<file path="src/rtl/rip_bp_table_ctrl.sv">
// rtl/rip_bp_table_ctrl.sv - branch-predictor weight table init sequencer and RAM port arbiter
module rip_bp_table_ctrl #(
  parameter int                  INDEX_W  = 8,
  parameter int                  WEIGHT_W = 2,
  parameter logic [WEIGHT_W-1:0] INIT_VAL = WEIGHT_W'(1),
  parameter int                  UQ_DEPTH = 4
) (
  input  logic                clk,
  input  logic                rstn,
  input  logic                flush,
  output logic                init_done,
  input  logic                pred_valid,
  input  logic [INDEX_W-1:0]  pred_index,
  output logic                pred_ready,
  output logic                pred_resp_valid,
  output logic [WEIGHT_W-1:0] pred_weight,
  output logic                pred_taken,
  input  logic                upd_valid,
  input  logic [INDEX_W-1:0]  upd_index,
  input  logic [WEIGHT_W-1:0] upd_weight,
  input  logic                upd_taken,
  output logic                upd_ready,
  output logic                tbl_en,
  output logic                tbl_we,
  output logic [INDEX_W-1:0]  tbl_addr,
  output logic [WEIGHT_W-1:0] tbl_wdata,
  input  logic [WEIGHT_W-1:0] tbl_rdata
);

  localparam int                  PW       = $clog2(UQ_DEPTH);
  localparam logic [INDEX_W-1:0]  LAST_IDX = '1;
  localparam logic [WEIGHT_W-1:0] W_MAX    = '1;
  localparam logic [PW:0]         Q_FULL   = (PW+1)'(UQ_DEPTH);
  localparam logic [0:0]          ST_INIT  = 1'b0;
  localparam logic [0:0]          ST_RUN   = 1'b1;

  logic [0:0]         state_q, state_d;
  logic [INDEX_W-1:0] cnt_q, cnt_d;
  logic [PW-1:0]      rd_ptr_q, rd_ptr_d;
  logic [PW-1:0]      wr_ptr_q, wr_ptr_d;
  logic [PW:0]        count_q, count_d;
  logic               resp_valid_q;

  logic [INDEX_W-1:0]  uq_index  [UQ_DEPTH];
  logic [WEIGHT_W-1:0] uq_weight [UQ_DEPTH];
  logic                uq_taken  [UQ_DEPTH];

  logic                run, in_init, q_full, q_empty;
  logic                issue_upd, issue_pred, enq;
  logic [WEIGHT_W-1:0] head_w, new_w;

  // Outputs are gated by rstn so the RAM sees no access while reset is held.
  assign run       = rstn && (state_q == ST_RUN);
  assign in_init   = rstn && (state_q == ST_INIT);
  assign q_full    = (count_q == Q_FULL);
  assign q_empty   = (count_q == '0);

  assign pred_ready = run && !q_full;
  assign upd_ready  = run && !q_full;
  assign init_done  = (state_q == ST_RUN);

  // Updates win only when the queue is full or fetch is idle; a flush drops them.
  assign issue_upd  = run && !flush && !q_empty && (q_full || !pred_valid);
  assign issue_pred = run && pred_valid && !q_full;
  assign enq        = upd_valid && upd_ready && !flush;

  assign pred_resp_valid = resp_valid_q;
  assign pred_weight     = tbl_rdata;
  assign pred_taken      = tbl_rdata[WEIGHT_W-1];

  assign head_w = uq_weight[rd_ptr_q];

  always_comb begin
    new_w = head_w;
    if (uq_taken[rd_ptr_q]) begin
      if (head_w != W_MAX) new_w = head_w + WEIGHT_W'(1);
    end else begin
      if (head_w != '0) new_w = head_w - WEIGHT_W'(1);
    end
  end

  always_comb begin
    tbl_en    = 1'b0;
    tbl_we    = 1'b0;
    tbl_addr  = '0;
    tbl_wdata = '0;
    if (in_init) begin
      tbl_en    = 1'b1;
      tbl_we    = 1'b1;
      tbl_addr  = cnt_q;
      tbl_wdata = INIT_VAL;
    end else if (issue_upd) begin
      tbl_en    = 1'b1;
      tbl_we    = 1'b1;
      tbl_addr  = uq_index[rd_ptr_q];
      tbl_wdata = new_w;
    end else if (issue_pred) begin
      tbl_en    = 1'b1;
      tbl_addr  = pred_index;
    end
  end

  always_comb begin
    state_d  = state_q;
    cnt_d    = cnt_q;
    rd_ptr_d = rd_ptr_q;
    wr_ptr_d = wr_ptr_q;
    count_d  = count_q;
    if (state_q == ST_INIT) begin
      cnt_d = cnt_q + INDEX_W'(1);
      if (cnt_q == LAST_IDX) state_d = ST_RUN;
    end else if (flush) begin
      state_d  = ST_INIT;
      cnt_d    = '0;
      rd_ptr_d = '0;
      wr_ptr_d = '0;
      count_d  = '0;
    end else begin
      wr_ptr_d = wr_ptr_q + PW'(enq);
      rd_ptr_d = rd_ptr_q + PW'(issue_upd);
      count_d  = count_q + (PW+1)'(enq) - (PW+1)'(issue_upd);
    end
  end

  always_ff @(posedge clk) begin
    if (!rstn) begin
      state_q      <= ST_INIT;
      cnt_q        <= '0;
      rd_ptr_q     <= '0;
      wr_ptr_q     <= '0;
      count_q      <= '0;
      resp_valid_q <= 1'b0;
    end else begin
      state_q      <= state_d;
      cnt_q        <= cnt_d;
      rd_ptr_q     <= rd_ptr_d;
      wr_ptr_q     <= wr_ptr_d;
      count_q      <= count_d;
      resp_valid_q <= issue_pred;
    end
  end

  always_ff @(posedge clk) begin
    if (enq) begin
      uq_index[wr_ptr_q]  <= upd_index;
      uq_weight[wr_ptr_q] <= upd_weight;
      uq_taken[wr_ptr_q]  <= upd_taken;
    end
  end

endmodule

</file>
<file path="config.mk">
export PLATFORM = sky130hd
export DESIGN_NAME = rip_bp_table_ctrl
export DESIGN_NICKNAME = d
export VERILOG_FILES = /design/src/rtl/rip_bp_table_ctrl.sv
export SDC_FILE = /design/constraint.sdc
export NUM_CORES = 1
export LEC_CHECK = 0
export CAP_MARGIN = 10
export CELL_PAD_IN_SITES_DETAIL_PLACEMENT = 1
export CELL_PAD_IN_SITES_GLOBAL_PLACEMENT = 2
export CORE_MARGIN = 10
export CORE_UTILIZATION = 33
export DETAILED_ROUTE_END_ITERATION = 10
export PLACE_DENSITY = 0.77
export SLEW_MARGIN = 20
export SYNTH_ARGS = -nofsm -noshare
export SYNTH_HDL_FRONTEND = slang
export SYNTH_SLANG_ARGS = --single-unit
export TNS_END_PERCENT = 10
</file>
<file path="constraint.sdc">
create_clock -name clk -period 2.5 [get_ports clk]
set_clock_uncertainty 0.05 [all_clocks]
set_input_delay 0.25 -clock clk [delete_from_list [all_inputs] [get_ports clk]]
set_output_delay 0.25 -clock clk [all_outputs]
set_load 0.01 [all_outputs]
</file>
==> metrics.cfg, run 1 <==
[run_status]
outcome = finished with violations
violations = negative setup slack

[floorplan]
initial_core_util_pct = 33.7
fp.dieH_um = 111
coreArea_um2 = 8180
std_cell_rows = 33
die_x_um = 111
num_io_pins = 45
die-area_um2 = 12400

[logic_synthesis]
netlist_area_um2 = 2760
synth-seq-cells = 63
muxShareOfSynthArea_pct = 9.35
yosysUniqueCellTypes = 43
synth_compound_area_share_pct = 9.07
synthCells = 195
synthAdderAreaFrac_pct = 2.99
synth_top_family_by_area = simple AND/OR/NAND/NOR gates
yosysWarnings = 0
async_reset_ff_share_pct = 0
synth-seq-area-share_pct = 61.7
synth-simple-area-share_pct = 11.9
syn-num-nets = 227
synth_xor_area_share_pct = 1.27
avgSynthCellArea_um2 = 14.1
ys.flop_type = edfxtp_1
synth-edff-count = 44

[cells_and_area]
multi_input_area_um2 = 965
final_common_cell = edfxtp_1
regArea_um2 = 1700
instances_no_fill = 359
n_fill_cell = 858
final_layout_size_suffix_gt1_share_pct = 20.1
area_growth_syn_to_layout_pct = 28.5
nNetsFinal = 281
final_util_pct = 43.3
diodes = 0
layout_common_cells = edfxtp_1, clkdlybuf4s50_1, dfxtp_1, nand2_1, buf_4

[clock_tree]
htree_num_levels = 3
clockRootBuffer = clkbuf_8
cts_tree = yes
cts_sinks = 63
cts_buffers = 9
ctsLongestPathBuffers = 2
clock_latency_ns = 0.35
clk_pin_slew_ns = 0.07

[grt]
grt_use_total_pct = 10.6
grt_pass1_wl_um = 10400
grt_max_degree = 22
gr-total-overflow = 0
antenna_found_initial = 0
grt_pass1_vias = 1915

[worst_setup_path]
required_ns = 2.20
end_kind = output pin
worstPathArrival_ns = 2.24
cp-start-kind = flip-flop
crit_type = flip-flop to output pin
r2r_slack_ns = 0.15
cp_max_fo = 10

[drt]
viasPerCell = 4.95
wire_per_inst_um = 17.6
vias = 1776
antenna_left = 0
drt-initial-drc-count = 60
routed_wirelength_um = 6320
met1_length_um = 2830
routed-wl-met3_um = 300
met2_wirelength_um = 3060
drt_drc_violations_left = 0
top_layer_used = met4
dr.pass1.iters = 4

[power]
p_switching_mw = 0.464
p_leak_nw = 1.29
p_comb_share_pct = 4.2
p_total_mw = 2.09
seqPwrFrac_pct = 53.7
ir_drop_uv = 414
power.internal_mw = 1.63
p_per_area_nw_per_um2 = 591
switching_share_pct = 22.2
power.share.clock_pct = 42.2

[placed_design]
gp_congestion = 0.737
port_buffers = 39
dp.cells = 343
hpwl_um = 4570
place_ws_ns = -0.255

[sta]
worst_slew_pin_slew_ns = 0.362
drv_slew = 0
setup_violations = 1
min_period_ns = 2.54
max_clock_freq_mhz = 394
rsz0062_at_grt = true
final.period_utilization_pct = 102
maxSlewHeadroom_pct = 75.6
fin_ws_ns = -0.0409
finalHoldViolCount = 0

[run]
maxCapViolCount = 0

[min_path]
hp-class = flip-flop to flip-flop

sequential cells by signal, indices dropped and copies added (netlist names), named ones only:
register	cells
uq_weight	8
wr_ptr_q	2
uq_taken	4
pred_resp_valid	1
rd_ptr_q	2
uq_index	32
count_q	3
cnt_q	8
init_done	1
cells in the mapped netlist, types with 2 or more instances:
| cell | n | area share (%) |
|---|---|---|
| xor2_1 | 2 | 0.64 |
| and2_1 | 3 | 0.68 |
| a22o_1 | 4 | 1.3 |
| edfxtp_1 | 44 | 48 |
| nor4bb_1 | 2 | 0.73 |
| a221o_1 | 8 | 2.9 |
| buf_4 | 6 | 1.6 |
| nor2_1 | 5 | 0.68 |
| inv_1 | 4 | 0.54 |
| nand2_1 | 16 | 2.2 |
| nand3b_1 | 2 | 0.54 |
| nand2b_1 | 3 | 0.68 |
| nor2b_1 | 11 | 2.5 |
| dfxtp_1 | 19 | 14 |
| o21a_1 | 2 | 0.54 |
| o21ai_0 | 8 | 1.5 |
| ha_1 | 5 | 2.3 |
| clkbuf_1 | 4 | 0.54 |
| mux4_2 | 11 | 9.0 |
| a21boi_0 | 2 | 0.54 |
| or3_1 | 2 | 0.45 |
| nand3_1 | 4 | 0.73 |
| o22ai_1 | 2 | 0.45 |
| a21oi_1 | 4 | 0.73 |
| xnor2_1 | 2 | 0.64 |
| buf_2 | 3 | 0.54 |
power groups by stage:
stage,combinational (mW),clock (mW),sequential [mW]
floorplan,0.0297,0,1.15
global placement,0.0896,0,1.15
detailed placement,0.0913,0,1.15
CTS,0.0892,0.920,1.12
global route,0.0949,0.957,1.12
finish,0.0874,0.883,1.12
per-stage QoR:
step | setup TNS, ns | area [um2] | hold WS [ns]
after floorplan | 0 | 2760 | 0.299
after global placement | -0.352 | 3330 | 0.438
after detailed placement | -0.947 | 3330 | 0.450
after CTS | -0.314 | 3530 | 0.446
after global routing | -0.216 | 3540 | 0.450
final | -0.0409 | 3540 | 0.436
logic make-up after synthesis:
family / Yosys count
fa+ha+maj: 6
mux: 12
buf+inv: 18
flops: 63
compound gates: 34
simple gates: 58
xor+xnor: 4
layer usage:
layer  up-vias  track usage, %
met4         0            5.40
met3        10            3.65
met2        41            16.9
li1        854               -
met1       871            12.4
met5         -               0
worst paths after layout:
| kind | cells past startpoint | from | endpoint |
|---|---|---|---|
| worst max-delay path | 5 | count_q[1] | tbl_en |
| worst min-delay path | 1 | count_q[2] | count_q[2] |
| worst max register to register | 11 | count_q[1] | count_q[2] |
| worst min register to register | 1 | count_q[2] | count_q[2] |
area by class of cell:
cell class,count,share of cell area (%)
tap,105,3.71
inverter,4,0.424
clock buffer,9,3.50
timing repair buffer,57,15.0
multi-input combinational,114,27.2
clock inverter,7,2.08
sequential,63,48.1
critical path, cell delays in order, from the launching register on:
cell and delay, ns:
dfxtp_1 0.35, or3b_1 0.41, and3_4 0.20, and2_4 0.19, or2_1 0.25, clkdlybuf4s50_1 0.49
what timing repair did:
item,4_1_cts,5_1_grt
setup endpoints to repair,11,7
setup buffers,0,0
hold buffers,0,0
resized for setup,12,5
No activity file was read; power rests on OpenSTA's default activity.
==> run 2: changes to the inputs <==
- CORE_UTILIZATION: 33 -> 37
- CTS_CLUSTER_SIZE: not set -> 16
- PLACE_DENSITY: 0.77 -> 0.81
- clock period: 2.5 -> 2.8 ns (I/O delays scaled with it)
==> metrics.cfg, run 2 (synthesis gave the netlist of run 1 again) <==
[clock_tree]
htree_num_levels = 3  ; unchanged
cts_sinks = 63  ; unchanged
post_cts.repair.setup_buffers = 0  ; unchanged
cts_buffers = 9  ; unchanged
ctsLongestPathBuffers = 2  ; unchanged
cts_tree = yes
clockRootBuffer = clkbuf_8
clk_pin_slew_ns = 0.08  ; about the same
clock_latency_ns = 0.34  ; about the same

[cells_and_area]
n_fill_cell = 754  ; -12%
nNetsFinal = 279  ; -0.71%
layout_common_cells = edfxtp_1, clkdlybuf4s50_1, dfxtp_1, nand2_1, buf_4
final_common_cell = edfxtp_1
instances_no_fill = 351  ; -2.2%
regMostFlops = uq_index
diodes = 0  ; unchanged
reg_top3 = uq_index (32), cnt_q (8), uq_weight (8)
final_layout_size_suffix_gt1_share_pct = 18.3  ; -1.8 points
area_growth_syn_to_layout_pct = 28.1
largest_reg_flops = 32  ; unchanged

[grt]
grt_pass1_wl_um = 9960  ; -4.4%
grt_use_total_pct = 11.2  ; +0.62 points
antenna_found_initial = 0  ; unchanged
grt_pass1_vias = 1965  ; +2.6%
gr-total-overflow = 0  ; unchanged
grt_max_degree = 22  ; unchanged

[worst_setup_path]
r2r_slack_ns = 0.29  ; +0.14 ns
worstPathArrival_ns = 2.36  ; +0.12 ns
required_ns = 2.47  ; +0.27 ns
r2r-end = count_q[2]
crit_type = flip-flop to output pin
slowest_delay_ns = 0.49  ; about the same
reg2reg_depth = 11  ; unchanged
path_cells = or3b_1, and3_4, and2_4, a221o_1, clkdlybuf4s50_1
endpoint = tbl_addr[1]
timing.rr.start = count_q[1]
crit_start = count_q[1]
cp-start-kind = flip-flop
critPathSlowestCell = clkdlybuf4s50_1
end_kind = output pin
cp_max_fo = 10  ; unchanged

[floorplan]
std_cell_rows = 31  ; -6.1%
fp.dieH_um = 106  ; -4.6%
initial_core_util_pct = 38.0  ; +4.3 points
num_io_pins = 45  ; unchanged
die_x_um = 106  ; -4.6%
die-area_um2 = 11300  ; -8.9%
coreArea_um2 = 7250  ; -11%

[placed_design]
gp_congestion = 0.731  ; -0.90%
port_buffers = 39  ; unchanged
hpwl_um = 4360  ; -4.6%
dp.cells = 335  ; -2.3%
place_ws_ns = -0.0156  ; +0.240 ns

[power]
p_leak_nw = 1.21  ; -6.3%
ir_drop_uv = 669  ; +62%
p_total_mw = 1.95  ; -7.0%
p_per_area_nw_per_um2 = 551  ; -6.7%

[sta]
fin_tns_setup_ns = 0  ; +0.0409 ns
min_period_ns = 2.69
maxSlewHeadroom_pct = 73.8  ; -1.8 points
fin_hold_ws_ns = 0.484  ; +0.0477 ns
rsz0062_at_grt = false
drv_slew = 0  ; unchanged
setup_violations = 0  ; -1
final.period_utilization_pct = 96.2
max_clock_freq_mhz = 371
finalHoldViolCount = 0  ; unchanged
worst_slew_pin_slew_ns = 0.393  ; +0.0304 ns
fin_ws_ns = 0.105  ; +0.146 ns

[drt]
dr.pass1.iters = 4  ; unchanged
routed_wirelength_um = 6090  ; -3.6%
vias = 1760  ; -0.90%
drt_drc_violations_left = 0  ; unchanged
drt-initial-drc-count = 47  ; -22%
viasPerCell = 5.01  ; +1.4%
antenna_left = 0  ; unchanged
wire_per_inst_um = 17.4  ; -1.4%

[min_path]
hp-class = flip-flop to flip-flop

[run_status]
outcome = finished clean

[run]
maxCapViolCount = 0  ; unchanged

## run 2: report_power, final
| part | leakage, nW | switching, mW | internal, mW |
|---|---|---|---|
| Sequential | 0.549 | 0.00635 | 0.997 |
| Combinational | 0.548 | 0.0303 | 0.0492 |
| Clock | 0.111 | 0.363 | 0.502 |
## run 2: layout make-up
| type | count | area, um2 | share of cell area [%] |
|---|---|---|---|
| inverter | 4 | 15.0 | 0.425 |
| clock buffer | 9 | 124 | 3.51 |
| multi-input combinational | 114 | 962 | 27.2 |
| tap | 99 | 124 | 3.51 |
| sequential | 63 | 1700 | 48.2 |
| timing repair buffer | 55 | 510 | 14.4 |
| clock inverter | 7 | 95.1 | 2.69 |
## run 2: through the flow
stage / utilization (%) / area (um2)
after floorplan: - / 2760
after global placement: 45.6 / 3310
after detailed placement: 45.6 / 3310
final: 48.7 / 3530
after global routing: 48.7 / 3530
after CTS: 48.6 / 3520
## run 2: worst min-delay path by stage
stage / slack (ns) / cells after the start / from / end
final: 0.48 / 2 / cnt_q[7] / init_done
after global routing: 0.51 / 2 / count_q[2] / count_q[2]
after CTS: 0.47 / 1 / count_q[2] / count_q[2]
after detailed placement: 0.45 / 1 / count_q[2] / count_q[2]
after global placement: 0.43 / 2 / count_q[2] / count_q[2]
after floorplan: 0.33 / 0 / upd_index[0] / uq_index[0][0]
## run 2: worst max-delay path: cells and delay by family, from the launching register on
kind | cells | cell delay, ns
buf+inv | 1 | 0.49
compound gates | 1 | 0.31
flops | 1 | 0.39
simple gates | 3 | 0.83
## run 2: what timing repair did
item / 4_1_cts / 5_1_grt
hold endpoints to repair: 0 / 0
gates resized for setup: 0 / 2
endpoints found under the setup margin: 0 / 9
hold buffers: 0 / 0
## run 2: layer usage
layer  global-route usage (%)  vias up  part of all wire (%)
met1                     12.8      865                    45
met5                        0        -                     0
li1                         -      847                     -
met2                     18.9       40                    49
met3                     4.29        8                   4.9
met4                     3.58        0                  0.71
